$ cat src/rtl/regfile_mp.sv
// Multi-port register file with a per-entry pending scoreboard; entry 0 reads as zero.
// Optional same-cycle write-to-read forwarding when REGFILE_MP_BYPASS_EN is defined.
module regfile_mp #(
  parameter int unsigned DATA_W = 32,
  parameter int unsigned ADDR_W = 5,
  parameter int unsigned NRD    = 2,
  parameter int unsigned NWR    = 2
) (
  input  logic                   i_clk,
  input  logic                   i_rst_n,
  input  logic [NRD*ADDR_W-1:0]  i_rs_addr,
  output logic [NRD*DATA_W-1:0]  o_rs_data,
  output logic [NRD-1:0]         o_rs_busy,
  input  logic [NWR-1:0]         i_wr_en,
  input  logic [NWR*ADDR_W-1:0]  i_wr_addr,
  input  logic [NWR*DATA_W-1:0]  i_wr_data,
  input  logic                   i_alloc_en,
  input  logic [ADDR_W-1:0]      i_alloc_addr,
  output logic                   o_any_busy
);

  localparam int DEPTH = 2 ** ADDR_W;

  logic [DATA_W-1:0] r_mem [DEPTH];
  logic [DEPTH-1:0]  r_pend;
  logic [DEPTH-1:0]  w_pend_d;
  logic [ADDR_W-1:0] w_rd_addr [NRD];
`ifdef REGFILE_MP_BYPASS_EN
  logic              w_rd_hit [NRD];
`endif

  // Writes release, then alloc re-marks, so alloc wins over a same-cycle write.
  always_comb begin
    w_pend_d = r_pend;
    for (int j = 0; j < int'(NWR); j++) begin
      if (i_wr_en[j]) w_pend_d[i_wr_addr[j*ADDR_W +: ADDR_W]] = 1'b0;
    end
    if (i_alloc_en) w_pend_d[i_alloc_addr] = 1'b1;
    w_pend_d[0] = 1'b0;
  end

  // Ascending port loop: the last non-blocking assignment (highest index) wins.
  always_ff @(posedge i_clk) begin
    if (!i_rst_n) begin
      for (int i = 0; i < DEPTH; i++) r_mem[i] <= '0;
      r_pend <= '0;
    end else begin
      for (int j = 0; j < int'(NWR); j++) begin
        if (i_wr_en[j] && (i_wr_addr[j*ADDR_W +: ADDR_W] != '0)) begin
          r_mem[i_wr_addr[j*ADDR_W +: ADDR_W]] <= i_wr_data[j*DATA_W +: DATA_W];
        end
      end
      r_pend <= w_pend_d;
    end
  end

  always_comb begin
    o_rs_data = '0;
    o_rs_busy = '0;
    for (int k = 0; k < int'(NRD); k++) begin
      w_rd_addr[k] = i_rs_addr[k*ADDR_W +: ADDR_W];
      o_rs_data[k*DATA_W +: DATA_W] = r_mem[w_rd_addr[k]];
      o_rs_busy[k] = r_pend[w_rd_addr[k]];
`ifdef REGFILE_MP_BYPASS_EN
      w_rd_hit[k] = 1'b0;
      for (int j = 0; j < int'(NWR); j++) begin
        if (i_wr_en[j] && (i_wr_addr[j*ADDR_W +: ADDR_W] == w_rd_addr[k])) begin
          w_rd_hit[k] = 1'b1;
          o_rs_data[k*DATA_W +: DATA_W] = i_wr_data[j*DATA_W +: DATA_W];
        end
      end
      if (w_rd_hit[k]) o_rs_busy[k] = i_alloc_en && (i_alloc_addr == w_rd_addr[k]);
`endif
      if (w_rd_addr[k] == '0) begin
        o_rs_data[k*DATA_W +: DATA_W] = '0;
        o_rs_busy[k] = 1'b0;
      end
    end
  end

  assign o_any_busy = |r_pend;

endmodule

$ cat config.mk
export PLATFORM = sky130hd
export DESIGN_NAME = regfile_mp
export DESIGN_NICKNAME = d
export VERILOG_FILES = /design/src/rtl/regfile_mp.sv
export SDC_FILE = /design/constraint.sdc
export NUM_CORES = 2
export LEC_CHECK = 0
export BUFFER_PORTS_ARGS = -buffer_cell sky130_fd_sc_hd__buf_2
export CAP_MARGIN = 10
export CORE_UTILIZATION = 41
export DETAILED_ROUTE_END_ITERATION = 16
export GPL_ROUTABILITY_DRIVEN = 0
export SLEW_MARGIN = 20
export SYNTH_ARGS = -nofsm -noshare
export SYNTH_HDL_FRONTEND = slang
export SYNTH_SLANG_ARGS = --single-unit
$ cat constraint.sdc
create_clock -name i_clk -period 3.98 [get_ports i_clk]
set_input_delay 0.199 -clock i_clk [delete_from_list [all_inputs] [get_ports i_clk]]
set_output_delay 0.199 -clock i_clk [all_outputs]
set_load 0.01 [all_outputs]
==> impl_metrics.yaml <==
clock_network:
  cts_buffers: 114
  cts_max_path_buffers: 3
  htreeDepth: 3
  cts-root-buf: "clkbuf_16"
  clkSinkCount: 1055
  clk_latency_ns: 0.73
  cts_tree: "yes"
  clkSlewWorstSetupHoldPaths_ns: 0.06
drt:
  wl_per_cell_um: 40.6
  antenna_left: 0
  routed_wl_um: 245000
  drt_iter0_drc: 6823
  drc_errors: 0
  vias_per_cell: 7.54
  vias: 45493
  firstDrtPassIters: 7
synth:
  syn_area_um2: 60700
  ys_seq_area_share_pct: 51.7
  synth_edf_count: 1024
  synth-seq-cells: 1055
  synth.distinct_cells: 56
  ys_top_cells_by_area: "edfxtp_1 (51%), mux4_2 (17%), a22o_1 (14%), clkbuf_1 (2.5%), mux2i_1 (2.2%)"
  yosys_warnings: 0
  ys.flop_type: "edfxtp_1"
  syn_inst: 4122
  synth_top_area_share_pct: 50.7
  async_reset_ff_share_pct: 0
  yosys.area.top_type: "edfxtp_1"
  avgSynthCellArea_um2: 14.7
layout:
  final_nets: 4119
  multiInputGateArea_um2: 27000
  area_delta_synth_final_pct: 11.2
  drive_above_1_share_pct: 27.9
  fillCellCount: 12520
  seqCellArea_um2: 31400
  final_cells: 6037
sta:
  fmax_mhz: 307
  period_share_pct: 81.9
  relSlewSlack_pct: 10.1
  holdWs_ns: 0.121
  setup_viol: 0
  min_period_ns: 3.26
  finalSetupTns_ns: 0
  max_slew.worst_pin.slew_ns: 1.35
  slew_violations: 0
  final_hold_viol_count: 0
  rsz0062_at_grt: "false"
  setup_ws_ns: 0.721
  clock_skew_ns: 0
floorplanning:
  core.rowCount: 140
  dieWidth_um: 387
  dieHeight_um: 387
  coreArea_um2: 146000
  boundaryPins: 161
  dieArea_um2: 150000
  initial_core_util_pct: 41.5
setup_path:
  reg2reg_depth: 3
  crit_required_ns: 3.78
  timing.rr.start: "r_pend[4]"
  r2r_slack_ns: 2.70
  path_max_fanout: 33
  startpoint_type: "input port"
  reg2reg_to: "r_pend[4]"
  critPathCapture: "o_rs_data[15]"
  arrival_ns: 3.06
  path_class: "in2out"
  critPathLaunch: "i_rs_addr[3]"
  end_kind: "output pin"
power_and_ir_drop:
  powerDensity_nw_per_um2: 413
  power_leakage_uw: 0.0225
  max-vdd-ir-drop_mv: 0.384
status:
  outcome: "finished clean"
global_route:
  groute.usage.overall_pct: 31.9
  antenna_found_initial: 24
  grt_max_degree: 73
  grt_overflow: 0
  grt_pass1_wl_um: 340000
  grt_pass1_vias: 43622
placement:
  post-place-ws_ns: 0.971
  dp_hpwl_um: 152000
  placed_cells: 5815
  port_buffers: 160
worst_hold_path:
  hold_class: "in2reg"
flow_run:
  maxCapViolCount: 0
## registers in the layout (all words and copies together), names as in the netlist
register and count:
r_mem 1024, r_pend 31
## through the flow
stage | utilization (%) | area [um^2] | total power (uW)
final | 46.1 | 67500 | 27900
after global routing | 46.1 | 67400 | 28400
after CTS | 46.1 | 67400 | 27800
after detailed placement | 43.5 | 63700 | 17200
after global placement | 43.5 | 63600 | 17100
after floorplan | - | 60800 | 15500
## final cells by class
cell class | count | share of cell area (%)
Clock inverter | 66 | 0.861
Timing Repair Buffer | 382 | 4.49
Inverter | 4 | 0.0297
Clock buffer | 141 | 4.54
Antenna cell | 4 | 0.0148
Multi-Input combinational cell | 2468 | 40.0
Sequential cell | 1055 | 46.5
Tap cell | 1917 | 3.56
## layer usage
metal  share of wire, %  track usage [%]
met1                 37             43.2
met2                 43             46.1
met3                 14             10.1
met4                5.5             15.7
met5               0.11                0
## how the worst min path moves through the flow
stage	start	endpoint	slack, ns	cells past startpoint
after global placement	r_pend[9]	r_pend[9]	0.53	2
final	i_alloc_en	r_pend[22]	0.12	5
after CTS	i_alloc_en	r_pend[22]	0.05	5
after detailed placement	r_pend[9]	r_pend[9]	0.55	2
after global routing	i_alloc_en	r_pend[18]	0.12	5
after floorplan	i_wr_data[0]	r_mem[26][0]	0.40	1
## placed cells by master (no fill, tap or decap), types with 25 or more instances in the layout
cell,instances
o21ai_0,65
buf_12,36
buf_4,176
dfxtp_1,31
nor2_1,37
mux2_2,68
a22o_1,992
nand3b_1,25
a311oi_1,66
nor2_4,48
a211oi_1,64
a221oi_1,50
conb_1,32
nand2_1,60
clkinv_1,33
mux2i_1,132
o21ai_1,51
a22oi_1,126
nor2b_1,64
buf_2,154
mux4_2,460
edfxtp_1,1024
clkbuf_16,119
## kinds of logic (layout without fill, tap and decap cells)
logic type | after synthesis | after routing | synth area share (%)
multiplexers | 660 | 660 | 20.5
flip-flops | 1055 | 1055 | 51.7
other | 1 | 36 | 0.00618
AO/OA/AOI/OAI | 1442 | 1442 | 19.7
buffers and inverters | 630 | 593 | 4.61
AND/OR/NAND/NOR | 334 | 334 | 3.49
## synth_stat cells (3+ instances only)
cell and number:
a211oi_1 64, a21oi_1 8, a221oi_1 50, a22o_1 992
a22oi_1 126, a311oi_1 66, and3_1 6, and3b_1 13
buf_1 11, buf_2 180, buf_4 11, buf_6 22
clkbuf_1 401, dfxtp_1 31, edfxtp_1 1024, inv_1 4
mux2_2 68, mux2i_1 132, mux4_2 460, nand2_1 66
nand2b_1 4, nand3_1 3, nand3b_1 25, nand3b_2 3
nor2_1 63, nor2_2 22, nor2b_1 68, nor3_2 4
nor3_4 5, nor3b_1 9, nor3b_2 3, nor3b_4 7
nor4_1 8, o2111ai_1 16, o21ai_0 65, o21ai_1 51
or3b_1 3, or4_1 4
## power by group
group / total [uW] / switching (uW) / internal (uW)
Combinational: 3970 / 2510 / 1460
Clock: 10700 / 4620 / 6110
Sequential: 13200 / 346 / 12800
Total: 27900 / 7470 / 20400
## critical path, stage by stage
cell      delay [ns]
buf_2           0.37
buf_4           0.42
or2_2           0.20
or4_1           0.10
buf_4           0.38
o21ai_0         0.19
a311oi_1        0.87
buf_2           0.29
## repair_timing
| action | in CTS | in global routing |
|---|---|---|
| setup buffers | 0 | 0 |
| resized for setup | 0 | 0 |
| hold buffers | 8 | 0 |
| hold endpoints to repair | 18 | 0 |
Note: power is estimated with default switching activity, not from simulation.
